**src/rtl/stepper_axis_ctrl.sv**
```systemverilog
// N-axis step/dir pulse generator with per-axis register, jog override and pulse-timing FSM.
// Optional POSITION_EN macro adds a signed per-axis step position counter and the pos_out port.
//
// state | meaning
// IDLE  | no motion requested, step low
// SETUP | dir_out just changed, waiting DIR_SETUP_CYCLES before the next rising edge
// PULSE | step_out high for exactly PULSE_CYCLES clocks
// GAP   | step_out low, waiting for the period counter to reach the effective period
module stepper_axis_ctrl #(
    parameter int NUM_AXES         = 2,
    parameter int SPEED_W          = 32,
    parameter int PULSE_CYCLES     = 200,
    parameter int DIR_SETUP_CYCLES = 500,
    parameter int JOG_PERIOD       = 50000,
    parameter int POS_W            = 32
) (
    input  logic                        clock,
    input  logic                        reset,
    input  logic [NUM_AXES-1:0]         load,
    input  logic [NUM_AXES*SPEED_W-1:0] speed_in,
    input  logic [NUM_AXES-1:0]         dir_in,
    input  logic [NUM_AXES-1:0]         jog_pos,
    input  logic [NUM_AXES-1:0]         jog_neg,
    output logic [NUM_AXES-1:0]         step_out,
    output logic [NUM_AXES-1:0]         dir_out,
    output logic [NUM_AXES-1:0]         busy
`ifdef POSITION_EN
    ,
    output logic [NUM_AXES*POS_W-1:0]   pos_out
`endif
);

    localparam int TMR_MAX = (PULSE_CYCLES > DIR_SETUP_CYCLES) ? PULSE_CYCLES : DIR_SETUP_CYCLES;
    localparam int TMR_W   = $clog2(TMR_MAX + 1);

    localparam logic [SPEED_W-1:0] MIN_PERIOD = SPEED_W'(2 * PULSE_CYCLES);
    localparam logic [SPEED_W-1:0] JOG_P      = SPEED_W'(JOG_PERIOD);
    localparam logic [TMR_W-1:0]   PULSE_LOAD = TMR_W'(PULSE_CYCLES - 1);
    localparam logic [TMR_W-1:0]   SETUP_LOAD = TMR_W'(DIR_SETUP_CYCLES - 1);

    typedef enum logic [1:0] {
        ST_IDLE  = 2'd0,
        ST_SETUP = 2'd1,
        ST_PULSE = 2'd2,
        ST_GAP   = 2'd3
    } state_t;

    for (genvar i = 0; i < NUM_AXES; i++) begin : g_axis
        logic [SPEED_W-1:0] reg_period;
        logic               reg_dir;
        logic [SPEED_W-1:0] eff_raw;
        logic [SPEED_W-1:0] eff_period;
        logic               eff_dir;
        state_t             state;
        state_t             state_nxt;
        logic [TMR_W-1:0]   tmr;
        logic [SPEED_W-1:0] pcnt;
        logic               dir_q;
        logic               dir_load;
        logic               rise;
        logic               step_o;
        logic               busy_o;

        always_ff @(posedge clock) begin
            if (!reset) begin
                reg_period <= '0;
                reg_dir    <= 1'b0;
            end else if (load[i]) begin
                reg_period <= speed_in[i*SPEED_W +: SPEED_W];
                reg_dir    <= dir_in[i];
            end
        end

        // Jog overrides the command without disturbing the stored register values.
        always_comb begin
            eff_raw = reg_period;
            eff_dir = reg_dir;
            if (jog_pos[i] ^ jog_neg[i]) begin
                eff_raw = JOG_P;
                eff_dir = jog_neg[i];
            end else if (jog_pos[i] & jog_neg[i]) begin
                eff_raw = '0;
            end
            eff_period = ((eff_raw != '0) && (eff_raw < MIN_PERIOD)) ? MIN_PERIOD : eff_raw;
        end

        always_ff @(posedge clock) begin
            if (!reset) begin
                state <= ST_IDLE;
            end else begin
                state <= state_nxt;
            end
        end

        always_comb begin
            state_nxt = state;
            case (state)
                ST_IDLE: begin
                    if (eff_period != '0) begin
                        state_nxt = (eff_dir != dir_q) ? ST_SETUP : ST_PULSE;
                    end
                end
                ST_SETUP: begin
                    // A direction flip during setup restarts the setup window.
                    if (eff_period == '0) begin
                        state_nxt = ST_IDLE;
                    end else if (eff_dir != dir_q) begin
                        state_nxt = ST_SETUP;
                    end else if (tmr == '0) begin
                        state_nxt = ST_PULSE;
                    end
                end
                ST_PULSE: begin
                    if (tmr == '0) begin
                        state_nxt = ST_GAP;
                    end
                end
                ST_GAP: begin
                    if (pcnt >= eff_period) begin
                        if (eff_period == '0) begin
                            state_nxt = ST_IDLE;
                        end else if (eff_dir != dir_q) begin
                            state_nxt = ST_SETUP;
                        end else begin
                            state_nxt = ST_PULSE;
                        end
                    end
                end
                default: state_nxt = ST_IDLE;
            endcase
        end

        assign dir_load = (state_nxt == ST_SETUP) && (eff_dir != dir_q);
        assign rise     = (state_nxt == ST_PULSE) && (state != ST_PULSE);

        // tmr is a down-counter shared by SETUP and PULSE; pcnt counts up from the rising edge
        // so that a period change can be compared live against elapsed time.
        always_ff @(posedge clock) begin
            if (!reset) begin
                tmr   <= '0;
                pcnt  <= '0;
                dir_q <= 1'b0;
            end else begin
                if (dir_load) begin
                    dir_q <= eff_dir;
                    tmr   <= SETUP_LOAD;
                end else if (rise) begin
                    tmr   <= PULSE_LOAD;
                end else if (tmr != '0) begin
                    tmr   <= tmr - 1'b1;
                end

                if (rise) begin
                    pcnt <= SPEED_W'(1);
                end else if (((state == ST_PULSE) || (state == ST_GAP)) && (pcnt != '1)) begin
                    pcnt <= pcnt + 1'b1;
                end
            end
        end

        always_comb begin
            step_o = (state == ST_PULSE);
            busy_o = (state != ST_IDLE);
        end

        assign step_out[i] = step_o;
        assign busy[i]     = busy_o;
        assign dir_out[i]  = dir_q;

`ifdef POSITION_EN
        logic [POS_W-1:0] pos;

        always_ff @(posedge clock) begin
            if (!reset) begin
                pos <= '0;
            end else if (rise) begin
                pos <= dir_q ? (pos - 1'b1) : (pos + 1'b1);
            end
        end

        assign pos_out[i*POS_W +: POS_W] = pos;
`endif
    end

endmodule

```
**config.mk**
```make
export PLATFORM = sky130hd
export DESIGN_NAME = stepper_axis_ctrl
export DESIGN_NICKNAME = d
export VERILOG_FILES = /design/src/rtl/stepper_axis_ctrl.sv
export SDC_FILE = /design/constraint.sdc
export NUM_CORES = 1
export LEC_CHECK = 0
export CAP_MARGIN = 20
export CORE_ASPECT_RATIO = 0.5
export CORE_MARGIN = 2
export CORE_UTILIZATION = 64
export DETAILED_ROUTE_END_ITERATION = 16
export DONT_BUFFER_PORTS = 1
export HOLD_SLACK_MARGIN = 0.03
export PLACE_DENSITY_LB_ADDON = 0.05
export SLEW_MARGIN = 20
export SYNTH_ARGS = -nofsm -noshare
export SYNTH_HDL_FRONTEND = slang
export SYNTH_SLANG_ARGS = --single-unit
```
**constraint.sdc**
```tcl
create_clock -name clock -period 4.75 [get_ports clock]
set_clock_uncertainty 0.05 [all_clocks]
set_input_delay 0.475 -clock clock [delete_from_list [all_inputs] [get_ports clock]]
set_output_delay 0.475 -clock clock [all_outputs]
set_load 0.1 [all_outputs]
```
# Word level (Yosys, flattened, before mapping)
# Index checks and enable logic that the tools add are counted.
[totals] output_inout_bits=6 ff_bits=154 input_bits=74 wordCells=119
[classes] muxes=36 n_eq_ne=16 n_bitwise=5 order_cmp=4 reduce_logical=36 n_addsub=4
[op_table] cell="32-bit two-way mux" n=6
[op_table] cell="32-bit nonzero test" n=4
[op_table] cell="32-bit by 1-bit adder with 32-bit output, second input constant" n=2
[op_table] cell="32-bit >= comparator" n=2
[op_table] cell="32-bit logical NOT" n=2
[op_table] cell="32-bit by 9-bit less-than comparator with 1-bit output, second input constant" n=2
[op_table] cell="32-bit != test, second input constant" n=2
[op_table] cell="9-bit two-way mux" n=6
[op_table] cell="2-bit two-way mux" n=16
[op_table] cell="9-bit logical NOT" n=2
[op_table] cell="9-bit nonzero test" n=2
[op_table] cell="9-bit by 1-bit subtractor with 9-bit output, second input constant" n=2
[op_table] cell="2-bit one-hot mux with 4 select lines" n=2
[op_table] cell="2-bit == test, second input constant" n=6
[op_table] cell="2-bit nonzero test" n=6
[op_table] cell="2-bit by 1-bit == test with 1-bit output, second input constant" n=4
[op_table] cell="1-bit logical AND" n=8
[op_table] cell="2-bit OR reduction" n=4
[op_table] cell="1-bit two-way mux" n=6
[op_table] cell="3-bit nonzero test" n=2
[op_table] cell="3-bit OR reduction" n=2
[op_table] cell="2-bit logical NOT" n=2
[op_table] cell="2-bit != test, second input constant" n=2
[op_table] cell="1-bit bitwise AND" n=2
[op_table] cell="4 further kinds" n=7

# Logic depth before layout (Yosys ltp)
# Gate-level depths: netlist of run 1.
[depth] ltp_word=14 depth_mapped=17 depth_no_buf=15

# Worst setup path after synthesis of run 1
# OpenSTA, ideal clock, no wires.
[synth_timing] path_type="input port to flip-flop" from="in jog_pos[1]" to="reg g_axis[1].state[1]" setup_ns=0.115 setup_slack_ns=0.924 arrival_ns=3.662 path_buffers=0 t_required_ns=4.585 path_stages=14 path_cell_list="ha_1 > nor4_1 > nand4_1 > nor4_1 > nor3_1 > and2_1 > ha_1 > nand2b_1 > a2111oi_0 > or4_1 > a31oi_1 > and2b_1 > o21a_1 > o21a_1"
[synth_via] elab_chain_cells=10 word_cells_on_any_way=20 cone_classes="2 x order compare; 1 x eq/ne; 11 x mux; 2 x bitwise; 4 x reduce/logical"
[synth_rtl] element="from (decl)" line_no="22" source="input logic [NUM_AXES-1:0] jog_pos,"
[synth_rtl] element="parallel branches: the longest is 9 deep, another holds 32-bit by 9-bit less-than comparator with 1-bit output"
[synth_rtl] element="2-bit one-hot mux with 4 select lines *" line_no="97" source="case (state)"
[synth_rtl] element="to (signal assigned)" line_no="91" source="state <= state_nxt;"
[synth_rtl] element="to (decl)" line_no="54" source="state_t state;"
# Every way passes the cells marked *.
# A chain may end at the register's enable or synchronous reset.

# Worst setup path after layout of run 1
[layout_timing] from="in jog_pos[0]" to="reg g_axis[0].pcnt[17]"
[layout_via] elab_chain_cells=13 word_cells_on_any_way=23 cone_classes="2 x order compare; 2 x eq/ne; 11 x mux; 2 x bitwise; 6 x reduce/logical"
[layout_rtl] element="parallel branches: the longest is 9 deep, another holds 32-bit by 9-bit less-than comparator with 1-bit output"
[layout_rtl] element="2-bit one-hot mux with 4 select lines *" line_no="97"
[layout_rtl] element="2-bit == test *" line_no="134" source="assign rise = (state_nxt == ST_PULSE) && (state != ST_PULSE);"
[layout_rtl] element="1-bit logical AND *" line_no="134"
[layout_rtl] element="2-bit OR reduction (no line) *"
[layout_rtl] element="to (signal assigned)" line_no="156" source="pcnt <= pcnt + 1'b1;"
[layout_rtl] element="to (decl)" line_no="57" source="logic [SPEED_W-1:0] pcnt;"
# Marked as above.

==> results of run 1 <==
[worst paths after layout]
path,to,slack [ps],depth (start not counted)
worst max register to register,g_axis[1].pcnt[5]$_SDFFE_PP0P_,470,14
worst min register to register,g_axis[1].pcnt[1]$_SDFFE_PP0P_,460,2
worst max-delay path,g_axis[0].pcnt[17]$_SDFFE_PP0P_,360,16
worst min-delay path,g_axis[1].tmr[7]$_SDFFE_PN0P_,120,1
[cell type report]
cell class,count,area (sq um)
clock inverter,13,193
sequential,154,3080
timing repair buffer,7,52.6
clock buffer,18,429
inverter,20,75.1
fill,1069,4040
multi-input combinational,793,5350
tap,176,220
[flip-flops by register name (all words and copies together), names as in the netlist]
signal	count
g_axis.pcnt	64
g_axis.reg_period	64
g_axis.tmr	18
g_axis.state	4
g_axis.dir_q	2
g_axis.reg_dir	2
[cells in the final DEF, fill, tap and decap left out, types with 4 or more instances in the layout]
cell type	n
and4_1	10
a21boi_0	4
and3_1	15
nand2b_1	4
mux2i_1	71
nand4_1	27
a21oi_1	45
nor4_1	18
nor2_1	166
buf_4	7
ha_1	70
o21ai_0	21
dfxtp_1	154
a211oi_1	7
nand2_1	106
a2111oi_0	4
inv_1	19
nand3_1	27
or4_1	4
xnor2_1	32
o21a_1	12
clkbuf_16	17
bufinv_16	4
or3_1	4
o22ai_1	4
nor4_2	6
xor2_1	40
or2_2	4
and2_1	10
o211ai_1	4
nor3_1	24
[power groups by stage]
stage | sequential, mW | combinational [mW] | clock [mW]
after floorplan | 1.51 | 0.815 | 0
after global placement | 1.58 | 0.847 | 0
after detailed placement | 1.58 | 0.865 | 0
after CTS | 1.56 | 0.872 | 1.47
after global routing | 1.57 | 0.988 | 1.53
final | 1.56 | 0.888 | 1.45
[worst register-to-register path, delay by kind of cell (launching register included)]
| kind | cells | cell delay (ps) |
|---|---|---|
| adders and majority gates | 1 | 250 |
| and+or+nand+nor | 8 | 2150 |
| AOI/OAI and AO/OA | 4 | 1170 |
| DFF | 1 | 320 |
| buffers and inverters | 1 | 190 |
[per-layer routing]
layer | wire, um | global-route usage, %
met5 | 0 | 0
met4 | 410 | 9.32
met3 | 1010 | 6.26
met2 | 9010 | 47.2
met1 | 9370 | 36.0
[kinds of logic (layout without fill, tap and decap cells)]
family | count (synthesis) | in the layout
compound gates | 133 | 134
xor+xnor | 72 | 72
fa+ha+maj | 70 | 70
buf+inv | 62 | 58
flops | 154 | 154
mux | 71 | 71
simple gates | 446 | 446
[what timing repair did]
item | in CTS | in global routing
setup buffers | 0 | 0
endpoints found under the hold margin | 0 | 0
setup endpoints to repair | 0 | 32
gates resized for setup | 0 | 1
==> results.tsv, run 1 <==
stage	metric	value	unit
sta	setup_tns	0	ps
die	io_pins	80	
global_route	grt_pass1_wl	32.8	mm
synth	synthArstFlopShare	0	%
clock_tree	clockBufferDepth	2	
run	cap_violations	0	
synth	synth_common_cells	nor2_1 (167), dfxtp_1 (154), nand2_1 (106)	
hold_path	hold_start	reset	
sta	drv_slew	0	
cells_and_area	layout-drive-gt1-share	7.06	%
sta	timing.final.ws_setup	365	ps
cells_and_area	finalInstanceArea	0.00940	sq mm
synth	synth_top_area_cell	dfxtp_1	
die	core	0.0134	sq mm
pwr	power.switching	1.27	mW
clock_tree	cts_tree	yes	
worst_setup_path	required	5060	ps
synth	seq_area_frac_synth	35.4	%
clock_tree	ctsHoldBuffers	0	
synth	synth_top_family_by_area	simple AND/OR/NAND/NOR gates	
clock_tree	cts_buffers	17	
cells_and_area	antenna_cells	0	
worst_setup_path	worst-endpoint-arrival	4690	ps
worst_setup_path	crit_type	input pin to register	
sta	setup_viol	0	
placement	dpl_cell_area	0.00876	sq mm
detailed_routing	wl_per_cell	16.8	um
global_route	grtUsageTotal	27.9	%
die	die_w	169	um
synth	synth_mux_area_share	8.16	%
outcome	status	complete, no violations	
pwr	cellLeakagePower	3.75	nW
synth	ys_ff_latch	154	
sta	rsz0062_at_grt	no	
synth	synth_warnings	0	
detailed_routing	num_vias	7084	
placement	place_congestion	0.847	
clock_tree	htreeDepth	4	
worst_setup_path	rr_startpoint	g_axis[1].reg_period[16]$_SDFFE_PN0P_	
worst_setup_path	worstPathMaxFanout	31	
global_route	antenna_found_initial	0	
sta	timing.fmax	228	MHz
global_route	grt_overflow	0	
detailed_routing	dr.pass1.iters	5	
synth	syn_inst	1008	
placement	dp_hpwl	14.3	mm
pwr	switching_share	32.7	%
pwr	finalPower	3.90	mW
sta	hold_viol	0	
global_route	grt_max_degree	48	
cells_and_area	instances_no_fill	1181	
synth	yosys.area_share.xor_xnor	7.24	%
die	dieArea	0.0146	sq mm
synth	synth_fa_ha_area_share	10.1	%
die	placementRows	30	
synth	syn_nets	1152	
detailed_routing	drtIter0Drc	465	
pwr	peakVddDrop	306	uV
worst_setup_path	startpoint_type	input pin	
sta	fin_crit_sh	92.3	%
synth	avgSynthCellArea	8.64	sq um
worst_setup_path	max_stage_delay	480	ps
clock_tree	cts_sinks	154	
detailed_routing	drc_errors	0	
sta	worst_slew_pin_slew	1120	ps
detailed_routing	totalWireLength	19.8	mm
cells_and_area	syn_to_final_growth	7.93	%
sta	final.min_clock_period	4390	ps
hold_path	hp-class	input pin to register	
clock_tree	clkTransAtPathRegs	70	ps
cells_and_area	nets	1137	
die	die_h	86.5	um
worst_setup_path	startpoint	jog_pos[0]	
worst_setup_path	crit_path_cell_trace	ha_1 > nor4_1 > nand4_1 > o22ai_1 > o221ai_1 > and2_1 > nand2_1 > ha_1 > a211oi_1 > o21ai_0 > a211oi_1 > o211ai_1 > a221oi_2 > o31ai_4 > buf_4 > nor2_1	
pwr	power_density	415	mW/mm^2
worst_setup_path	cp-end-kind	register	
synth	synth_edf_count	0	
pwr	p_comb_share	22.8	%
global_route	grt_pass1_vias	6803	
cells_and_area	final_util	70.0	%
worst_setup_path	slowest_stage	a221oi_2	
detailed_routing	drtAntennaViolNets	0	
synth	synth_simple_gate_area_share	24.7	%
placement	io_buffers	0	
sta	slew_headroom	25.4	%
pwr	clkPwrFrac	37.3	%
detailed_routing	vias_per_cell	6.00	
die	start_util	64.8	%
sta	hold-worst-slack	116	ps
pwr	internal-power	2.63	mW
worst_setup_path	path_buf_inv	1	
pwr	p_seq_share	40.0	%
clock_tree	clk_latency	430	ps
worst_setup_path	cp_top_family	compound AO/OA/AOI/OAI gates	
synth	synth_area	0.00871	sq mm
synth	ys_types	69	
synth	synth-compound-area-share	10.8	%
synth	synth-main-ff-cell	dfxtp_1	
synth	synthDominantCellAreaShare	35.4	%
synth	synthTopCellsByArea	dfxtp_1 (35%), ha_1 (10%), mux2i_1 (8.2%), nor2_1 (7.2%), nand2_1 (4.6%)	
synth	yosys.cell_count.top_type	nor2_1	
placement	dp_slack	116	ps
placement	dp.cells	1149	
clock_tree	cts-root-buf	clkbuf_16	
No activity file was read; power rests on OpenSTA's default activity.
==> run 2: changes to the inputs <==
Clock period 4.75 ns to 4.5 ns, I/O delays scaled along.
==> run 2 against run 1 <==
  * Critical path depth fell by 2
  * Utilization rose by 0.30 points
  * Flip-flop and latch count did not move
  * Critical endpoint is now g_axis[1].pcnt[10]$_SDFFE_PP0P_
  * Combinational power rose by 7.9%
  * Die area did not move
  * Power rose by 5.4%
  * First-iteration DRC count fell by 7.1%
  * Largest power group unchanged
  * Sequential share of layout area fell by 0.14 points
==> results.tsv, run 2 (synthesis results as in run 1) <==
stage	metric	value	unit	change
outcome	status	complete, no violations		unchanged
pwr	p_seq_share	39.9	%	was 40.0%
pwr	peakVddDrop	306	uV	about the same
detailed_routing	met3_length	958	um	was 1.01 mm
placement	dp_hpwl	14.5	mm	was 14.3 mm
sta	fin_crit_sh	90.9	%	
worst_setup_path	timing.critical_path.mode_cell	o21ai_4		
global_route	antenna_found_initial	0		unchanged
clock_tree	cts_buffers	17		unchanged
sta	setup_viol	0		unchanged
detailed_routing	top_layer_used	met4		unchanged
detailed_routing	drtIter0Drc	432		was 465
cells_and_area	antenna_cells	0		unchanged
die	start_util	64.8	%	unchanged
clock_tree	cts_tree	yes		unchanged
detailed_routing	wl_met2	9.30	mm	was 9.01 mm
cells_and_area	multi_input_area	0.00536	sq mm	was 0.00535 sq mm
cells_and_area	mostFrequentLayoutCells	nor2_1 (166), dfxtp_1 (154), nand2_1 (106), mux2i_1 (71), ha_1 (70)		unchanged
detailed_routing	vias_per_cell	5.96		was 6.00
sta	hold_viol	0		unchanged
worst_setup_path	crit_path_cell_trace	nor4_1 > buf_4 > nand4_1 > nor4_2 > nor3_1 > and2_1 > ha_1 > nand2b_1 > a2111oi_0 > or4_1 > a31oi_1 > o21ai_4 > o21ai_4 > nor2_1		was ha_1 > nor4_1 > nand4_1 > o22ai_1 > o221ai_1 > and2_1 > nand2_1 > ha_1 > a211oi_1 > o21ai_0 > a211oi_1 > o211ai_1 > a221oi_2 > o31ai_4 > buf_4 > nor2_1
detailed_routing	totalWireLength	19.9	mm	was 19.8 mm
cells_and_area	layout-drive-gt1-share	7.62	%	was 7.06%
hold_path	hold_start	reset		unchanged
die	core	0.0134	sq mm	unchanged
pwr	power_density	435	mW/mm^2	was 415 mW/mm^2
clock_tree	clk_latency	420	ps	was 430 ps
worst_setup_path	cp_top_family	simple AND/OR/NAND/NOR gates		was compound AO/OA/AOI/OAI gates
worst_setup_path	crit_type	register to register		was input pin to register
clock_tree	htreeDepth	4		unchanged
pwr	clkPwrFrac	36.8	%	was 37.3%
global_route	grt_pass1_vias	6786		was 6803
pwr	cellLeakagePower	3.77	nW	was 3.75 nW
worst_setup_path	max_stage_delay	470	ps	was 480 ps
detailed_routing	wl_per_cell	16.8	um	about the same
worst_setup_path	worstPathMaxFanout	16		was 31
cells_and_area	register_area	0.00308	sq mm	unchanged
clock_tree	cts-root-buf	clkbuf_16		unchanged
detailed_routing	met1_length	9.38	mm	was 9.37 mm
cells_and_area	layout_commonest_cell	nor2_1		unchanged
worst_setup_path	startpoint	g_axis[1].reg_period[16]$_SDFFE_PN0P_		was jog_pos[0]
sta	slew_headroom	27.2	%	was 25.4%
clock_tree	clkTransAtPathRegs	70	ps	about the same
sta	final.min_clock_period	4090	ps	
clock_tree	clockBufferDepth	2		unchanged
cells_and_area	reg_top3	g_axis.pcnt (64), g_axis.reg_period (64), g_axis.tmr (18)		unchanged
detailed_routing	drtAntennaViolNets	0		unchanged
worst_setup_path	worst-endpoint-arrival	4320	ps	was 4690 ps
worst_setup_path	cp-end-kind	register		unchanged
global_route	grt_overflow	0		unchanged
worst_setup_path	rr_startpoint	g_axis[1].reg_period[16]$_SDFFE_PN0P_		unchanged
worst_setup_path	path_buf_inv	1		unchanged
die	dieArea	0.0146	sq mm	unchanged
detailed_routing	drc_errors	0		unchanged
pwr	p_comb_share	23.3	%	was 22.8%
sta	hold-worst-slack	105	ps	was 116 ps
sta	drv_slew	0		unchanged
sta	worst_slew_pin_slew	1090	ps	was 1120 ps
sta	timing.final.ws_setup	408	ps	was 365 ps
die	io_pins	80		unchanged
cells_and_area	filler_cell_count	1070		was 1069
worst_setup_path	slowest_stage	or4_1		was a221oi_2
detailed_routing	num_vias	7074		was 7084
worst_setup_path	required	4730	ps	was 5060 ps
die	placementRows	30		unchanged
hold_path	hp-class	input pin to register		unchanged
die	die_w	169	um	unchanged
pwr	switching_share	32.1	%	was 32.7%
worst_setup_path	startpoint_type	register		was input pin
placement	dp_slack	-2.43	ps	was 116 ps
cells_and_area	syn_to_final_growth	8.39	%	was 7.93%
clock_tree	cts_sinks	154		unchanged
pwr	internal-power	2.79	mW	was 2.63 mW
placement	place_congestion	0.861		was 0.847
sta	timing.fmax	244	MHz	
run	cap_violations	0		unchanged
pwr	power.switching	1.32	mW	was 1.27 mW
global_route	grt_max_degree	55		was 48
cells_and_area	nets	1142		was 1137
die	die_h	86.5	um	unchanged
placement	io_buffers	0		unchanged
sta	rsz0062_at_grt	no		unchanged
global_route	grtUsageTotal	28.1	%	was 27.9%
detailed_routing	dr.pass1.iters	5		unchanged
global_route	grt_pass1_wl	33.0	mm	was 32.8 mm
## run 2: path summary, 6_finish.rpt
check	end	slack (ps)	cells after the start
worst min-delay path	g_axis[1].tmr[6]$_SDFFE_PN0P_	110	1
worst max-delay path	g_axis[1].pcnt[10]$_SDFFE_PP0P_	410	14
worst max register to register	g_axis[1].pcnt[10]$_SDFFE_PP0P_	410	14
worst min register to register	g_axis[0].reg_dir$_SDFFE_PN0P_	450	2
## run 2: metrics by stage
stage | utilization (%) | instance area, sq um | instances | TNS (ps) | total power, mW
global placement | 65.5 | 8800 | 1154 | 0 | 2.58
floorplan | - | 8710 | 1008 | 0 | 2.46
finish | 70.3 | 9440 | 1186 | 0 | 4.11
CTS | 70.0 | 9410 | 1185 | 0 | 4.11
detailed placement | 65.5 | 8800 | 1154 | -5.20 | 2.60
global route | 70.3 | 9440 | 1186 | 0 | 4.30
## run 2: metal layers
metal,global-route usage (%),vias to the layer above
li1,-,3543
met1,36.8,3365
met2,48.6,141
met3,4.93,25
met4,7.54,0
met5,0,-
## run 2: worst reg2reg max path: cells and delay by family (launching register included)
family / cells / cell delay [ps]
fa+ha+maj: 1 / 260
buf+inv: 1 / 180
compound gates: 4 / 1160
flops: 1 / 320
simple gates: 8 / 1970
## run 2: power groups by stage
stage	Clock (mW)	Sequential [mW]	Combinational, mW
global route	1.59	1.66	1.06
finish	1.51	1.64	0.958
global placement	0	1.66	0.915
CTS	1.53	1.64	0.942
floorplan	0	1.60	0.860
detailed placement	0	1.66	0.933
## run 2: layout make-up
class,instances,area share (%)
multi-input combinational,793,56.7
timing repair buffer,12,0.954
tap,176,2.33
clock buffer,20,4.73
inverter,20,0.795
sequential,154,32.7
clock inverter,11,1.80
## run 2: repair_timing
item	in CTS	in global routing
endpoints found under the hold margin	0	0
setup buffers	0	0
hold buffers	0	0
endpoints found under the setup margin	0	33
resized for setup	0	3
